===== config.mk =====
export PLATFORM = sky130hd
export DESIGN_NAME = tacho_filter
export DESIGN_NICKNAME = d
export VERILOG_FILES = /design/src/rtl/tacho_filter.sv
export SDC_FILE = /design/constraint.sdc
export NUM_CORES = 1
export LEC_CHECK = 0
export CORE_UTILIZATION = 53
export DETAILED_ROUTE_END_ITERATION = 10
export GPL_ROUTABILITY_DRIVEN = 0
export PLACE_DENSITY = 0.89
export SYNTH_ARGS = -nofsm -noshare
export SYNTH_HDL_FRONTEND = slang
export SYNTH_SLANG_ARGS = --single-unit

===== constraint.sdc =====
create_clock -name clk -period 4.92 [get_ports clk]
set_clock_uncertainty 0.2 [all_clocks]
set_input_delay 0.984 -clock clk [delete_from_list [all_inputs] [get_ports clk]]
set_output_delay 0.984 -clock clk [all_outputs]
set_load 0.05 [all_outputs]

===== src/rtl/tacho_filter.sv =====
// Fan tachometer conditioner: input synchronizer, glitch filter, pulses-per-rev divider
// and stall detector, configured through a CTRL/STATUS register pair.
module tacho_filter #(
  parameter logic [4:0]  BASE_ADDR = 5'h0,
  parameter int unsigned STALL_SEC = 3
) (
  input  logic       clk,
  input  logic       rst,
  input  logic [4:0] csr_a,
  input  logic [7:0] csr_di,
  input  logic       csr_we,
  output logic [7:0] csr_do,
  input  logic       ce_1hz,
  input  logic       tacho_raw,
  output logic       tacho_out,
  output logic       stall_irq
);

  localparam logic [4:0] STATUS_ADDR = BASE_ADDR + 5'd1;
  localparam logic [3:0] STALL_TC    = 4'(STALL_SEC);

  logic [7:0] r_ctrl;
  logic       r_stall;
  logic       r_s1;
  logic       r_s2;
  logic       r_f;
  logic       r_f_d;
  logic [3:0] r_fc;
  logic [1:0] r_pcnt;
  logic       r_tacho;
  logic [3:0] r_st;

  logic       w_en;
  logic [1:0] w_ppr;
  logic       w_ie;
  logic [3:0] w_filt;
  logic       w_ctrl_we;
  logic       w_stat_we;
  logic       w_fr;
  logic       w_ff;
  logic       w_st_hit;

  assign w_en   = r_ctrl[7];
  assign w_ppr  = r_ctrl[6:5];
  assign w_ie   = r_ctrl[4];
  assign w_filt = r_ctrl[3:0];

  assign w_ctrl_we = csr_we && (csr_a == BASE_ADDR);
  assign w_stat_we = csr_we && (csr_a == STATUS_ADDR);

  assign w_fr = w_en & r_f & ~r_f_d;
  assign w_ff = w_en & ~r_f & r_f_d;

  // Set fires on the tick that brings st up to the terminal count; fr pre-empts the tick.
  assign w_st_hit = w_en & ~w_fr & ce_1hz & (r_st == (STALL_TC - 4'd1));

  always_ff @(posedge clk) begin
    if (rst) begin
      r_ctrl  <= 8'h00;
      r_stall <= 1'b0;
    end else begin
      if (w_ctrl_we) r_ctrl <= csr_di;
      if (w_st_hit) begin
        r_stall <= 1'b1;
      end else if (w_stat_we && csr_di[0]) begin
        r_stall <= 1'b0;
      end
    end
  end

  always_ff @(posedge clk) begin
    if (rst) begin
      r_s1 <= 1'b0;
      r_s2 <= 1'b0;
    end else begin
      r_s1 <= tacho_raw;
      r_s2 <= r_s1;
    end
  end

  // While disabled both f and its delayed copy follow s, so enabling never sees a fake edge.
  always_ff @(posedge clk) begin
    if (rst) begin
      r_f   <= 1'b0;
      r_f_d <= 1'b0;
      r_fc  <= 4'd0;
    end else if (!w_en) begin
      r_f   <= r_s2;
      r_f_d <= r_s2;
      r_fc  <= 4'd0;
    end else begin
      r_f_d <= r_f;
      if (r_s2 == r_f) begin
        r_fc <= 4'd0;
      end else if (r_fc == w_filt) begin
        r_f  <= r_s2;
        r_fc <= 4'd0;
      end else begin
        r_fc <= r_fc + 4'd1;
      end
    end
  end

  always_ff @(posedge clk) begin
    if (rst || !w_en || w_ctrl_we) begin
      r_pcnt  <= 2'd0;
      r_tacho <= 1'b0;
    end else if (w_fr) begin
      if (r_pcnt == w_ppr) begin
        r_pcnt  <= 2'd0;
        r_tacho <= 1'b1;
      end else begin
        r_pcnt <= r_pcnt + 2'd1;
      end
    end else if (w_ff) begin
      r_tacho <= 1'b0;
    end
  end

  always_ff @(posedge clk) begin
    if (rst || !w_en || w_fr) begin
      r_st <= 4'd0;
    end else if (ce_1hz && (r_st != STALL_TC)) begin
      r_st <= r_st + 4'd1;
    end
  end

  always_comb begin
    csr_do = 8'h00;
    if (csr_a == BASE_ADDR) begin
      csr_do = r_ctrl;
    end else if (csr_a == STATUS_ADDR) begin
      csr_do = {6'b000000, r_f, r_stall};
    end
  end

  assign tacho_out = r_tacho;
  assign stall_irq = r_stall & w_ie;

endmodule

* After elaboration in Yosys (flattened, before gate mapping)
Index checks and enable logic that the tools add are counted.
** Word-level totals
- Register bits after elaboration :: 24
- Output and inout port bits :: 10
- Word-level logic and storage cells :: 60
** Cells by class
- Add/sub/neg operators :: 3
- Equality and inequality tests :: 9
- Muxes and demuxes :: 12
- Bitwise logic cells :: 12
- Reduce and logical (&&, ||, !) cells :: 14
** Operators by type and width (number)
- 2-to-1 mux 1 bit :: 9
- adder 4 x 1 -> 4 bit (second input constant) :: 2
- bitwise AND 1 bit :: 8
- 2-to-1 mux 8 bit :: 1
- equality test 5 x 1 -> 1 bit (second input constant) :: 1
- logical NOT 5 bit :: 1
- equality test 4 x 2 -> 1 bit (second input constant) :: 1
- equality test 4 bit :: 1
- logical AND 1 bit :: 4
- 2-to-1 mux 2 bit :: 2
- != test 2 x 1 -> 1 bit (second input constant) :: 2
- != test 4 x 2 -> 1 bit (second input constant) :: 1
- inverter 1 bit :: 4
- AND reduction 2 bit :: 2
- nonzero test 2 bit :: 2
- OR reduction 4 bit :: 1
- logical OR 1 bit :: 3
- adder 2 x 1 -> 2 bit (second input constant) :: 1
- equality test 2 bit :: 1
- != test 2 bit (second input constant) :: 1
- equality test 1 bit :: 1
- logical NOT 1 bit :: 1

* Logic depth before layout (Yosys ltp)
- Depth after elaboration :: 7
- Depth in mapped cells :: 5
- Mapped depth without buffers :: 5

* Least setup slack after synthesis
Ideal clock, no wire load.
- Kind :: input -> output
- From :: input port csr_a[1]
- To :: output port csr_do[5]
- Arrival time :: 2.819 ns
- Required time :: 3.736 ns
- Path slack :: 0.917 ns
- Stages on the path :: 4
- Cells stage by stage :: or4_4 buf_6 buf_6 nor3_1
** On the way
- Longest elaborated chain between the ends :: 2
** RTL lines
- start, declared :: RTL line 9 : input logic [4:0] csr_a,
- logical NOT 5 bit :: RTL line 130 : if (csr_a == BASE_ADDR) begin
- 2-to-1 mux 8 bit :: RTL line 130
- end, declared :: RTL line 12 : output logic [7:0] csr_do,
Every way passes these cells.

* Worst setup path in the final report
- From :: input port csr_a[1]
- To :: output port csr_do[2]
Same word-level chain as after synthesis.

==> summary.md <==
| Metric | Value |
|---|---|
| Status | `finished, final reports clean` |
| I/O pin count | `28` |
| Root Driver | `clkbuf_4` |
| CP Class | `in2out` |
| Post-synth top area share | `38.5%` |
| CP Capture Type | `output port` |
| DRT antenna net count | `0` |
| Crit-path max FO | `15` |
| Clock power share | `31.1%` |
| Die extent in x | `50.5 um` |
| Hold WC Path Type | `reg2reg` |
| Yosys warnings | `0` |
| Clk pin slew, worst setup/hold paths | `0.12 ns` |
| Synth Register Bits | `24` |
| Syn_area_per_cell | `9.24 um^2` |
| CP Cell Sequence | `clkdlybuf4s50_1 > or4_4 > nor2_1 > and2_1 > clkdlybuf4s50_1` |
| Avg Vias per Cell | `5.96` |
| Async set-or-reset flop fraction in the synthesized netlist | `0%` |
| Reg2reg end | `r_st[1]` |
| Min Hold Slack | `0.260 ns` |
| Vias in the first global route | `1108` |
| H-Tree Depth | `1` |
| Met3 usage | `6.67%` |
| First-pass GRT wire length | `4740 um` |
| RR Startpoint | `r_ctrl[7]` |
| Core ar. | `2210 um^2` |
| Max rail drop VDD | `201 uV` |
| Post-synthesis sequential area ratio | `38.5%` |
| Clock latency on the worst-skew pair | `0.31 ns` |
| Crit path buf inv count | `2` |
| Largest net degree at the start of global routing | `18` |
| Pwr per Cell Area | `214 nW/um^2` |
| Post-synth EDFFs | `0` |
| Leakage | `0.000534 uW` |
| Most common cell in the netlist | `dfxtp_1` |
| Crit path DAT | `3.27 ns` |
| Tcrit/Tclk final | `90.5%` |
| Met2 Resource Use GR | `44.4%` |
| Syn_nets | `156` |
| CTS tree | `yes` |
| Routed WL per cell | `14.7 um` |
| Critical path data required time | `3.74 ns` |
| Shortest period the worst path allows | `4.45 ns` |
| Startpoint Class | `primary input` |
| Area of the multi-input gates | `698 um^2` |
| Worst setup path startpoint | `csr_a[1]` |
| Sequential power share | `59.6%` |
| ANT cells | `0` |
| Final wirelength | `2750 um` |
| Synth top area cells | `dfxtp_1 (39%), xor2_1 (6.3%), nand4b_1 (5.6%)` |
| Synth top cells by count | `dfxtp_1 (24), a21oi_1 (13), xor2_1 (9)` |
| DRC | `0` |
| Synth cell types | `38` |
| Slew margin rel. | `22.8%` |
| Yosys top cell by area | `dfxtp_1` |
| Hold Path Sink | `r_s2` |
| Initial DRT Pass Iterations | `4` |
| Final-report hold violation count | `0` |
| Sw Ratio | `22.2%` |
| Most frequent CP cell | `clkdlybuf4s50_1` |
| R2R setup slack | `3.22 ns` |
| Num Clock Sinks | `24` |
| Comb pwr share | `9.4%` |
| Critical-path top delay cell | `clkdlybuf4s50_1` |
| Delay of the slowest critical-path stage | `0.81 ns` |
| Fmax | `225 MHz` |
| Routed vias | `1114` |
| Final Setup Violations | `0` |
| Layout cells sized above 1 | `5.66%` |
| Met1 GRT Util | `27.3%` |
| Internal power | `258 uW` |
| RSZ-0062 raised after global routing | `no` |
| Rows | `17` |
| NetSw | `73.8 uW` |
| Max-slew violation total from the final report | `0` |
| Ys flop type | `dfxtp_1` |
| Number of port buffers | `27` |
| Post-Synthesis Cells | `135` |
| Post-DP HPWL | `2090 um` |
| CTS Buffer Depth | `2` |
| Die footprint | `2550 um^2` |
| Synth Cell Area | `1250 um^2` |
| CTS Buf Count | `3` |
| Number of max-cap violations | `0` |
| Fill count | `175` |
| Grt ovf | `0` |
| Starting density of the core | `56.4%` |
| Hold Crit Start | `r_s1` |
| Worst R2R Path Depth | `3` |
| 1st-iter DRT viols | `26` |
| Overall Global Routing Usage | `24.6%` |
| Tightest Pin Transition | `1.15 ns` |
| Top delay family on crit path | `buffers and inverters` |
| Initial antenna violation count | `0` |
| Post-cts resize count | `0` |
| Die Ht | `50.5 um` |
| Layout Area Growth over Synthesis | `24.3%` |
| Register area | `480 um^2` |
| Final setup TNS | `0 ns` |
| Hold path cells | `1` |
| Hold_buf cts | `0` |
| Postcts setup bufs | `0` |
| GRT busiest layer | `met2` |
| Nets | `181` |
-- sequential cells by signal, indices dropped and copies added, names as in the netlist --
| register | count |
|---|---|
| r_ctrl | 8 |
| r_f | 1 |
| r_f_d | 1 |
| r_fc | 4 |
| r_pcnt | 2 |
| r_s1 | 1 |
| r_s2 | 1 |
| r_st | 4 |
| r_stall | 1 |
| tacho_out | 1 |
-- stage by stage --
stage	setup slack (ns)	power [uW]	cell area (um^2)	utilization, %	std cells
floorplan	0.917	215	1250	-	135
global placement	0.519	231	1510	68.4	183
detailed placement	0.477	233	1510	68.4	183
CTS	0.466	334	1550	70.1	187
global route	0.399	346	1550	70.1	187
finish	0.467	332	1550	70.1	187
-- cells in the final DEF, fill, tap and decap left out, types with 4 or more instances in the layout --
| cell type | n |
|---|---|
| and2_1 | 5 |
| clkdlybuf4s50_1 | 27 |
| nand3_1 | 4 |
| mux2i_1 | 4 |
| o31ai_1 | 7 |
| xor2_1 | 9 |
| nor3_1 | 5 |
| nor2_1 | 6 |
| dfxtp_1 | 24 |
| nand4b_1 | 8 |
| inv_1 | 5 |
| a21oi_1 | 13 |
-- kinds of logic after synthesis --
logic type                 after synthesis  synth area share, %
adders and majority gates                3                 3.01
buffers and inverters                   14                 5.52
xor gates and xnor gates                11                 7.72
DFF                                     24                 38.5
muxes                                    4                 3.21
AOI/OAI and AO/OA                       32                 18.4
and+or+nand+nor                         47                 23.7
-- layer usage --
layer	vias to the layer above	part of all wire (%)
met5	-	0
met4	0	2.1
met3	7	4.5
met2	33	51
met1	531	42
li1	543	-
-- power groups by stage --
stage / clock network (uW) / logic (uW) / registers (uW)
global placement: 0 / 29.3 / 202
CTS: 106 / 30.8 / 198
floorplan: 0 / 13.7 / 201
detailed placement: 0 / 30.7 / 202
global route: 115 / 33.3 / 198
finish: 103 / 31.0 / 198
-- cell type report --
type	count	share of cell area, %
clock buffer	4	2.34
multi-input combinational	97	45.0
sequential	24	31.0
tap	28	2.26
timing repair buffer	28	17.9
inverter	6	1.45
-- worst max path at each step --
stage	end	depth (start not counted)	slack, ns
finish	csr_do[2]	5	0.47
global route	csr_do[4]	5	0.40
CTS	csr_do[2]	5	0.47
detailed placement	csr_do[2]	5	0.48
global placement	csr_do[7]	5	0.52
floorplan	csr_do[5]	4	0.92
Power figures use the tool's default switching activity.
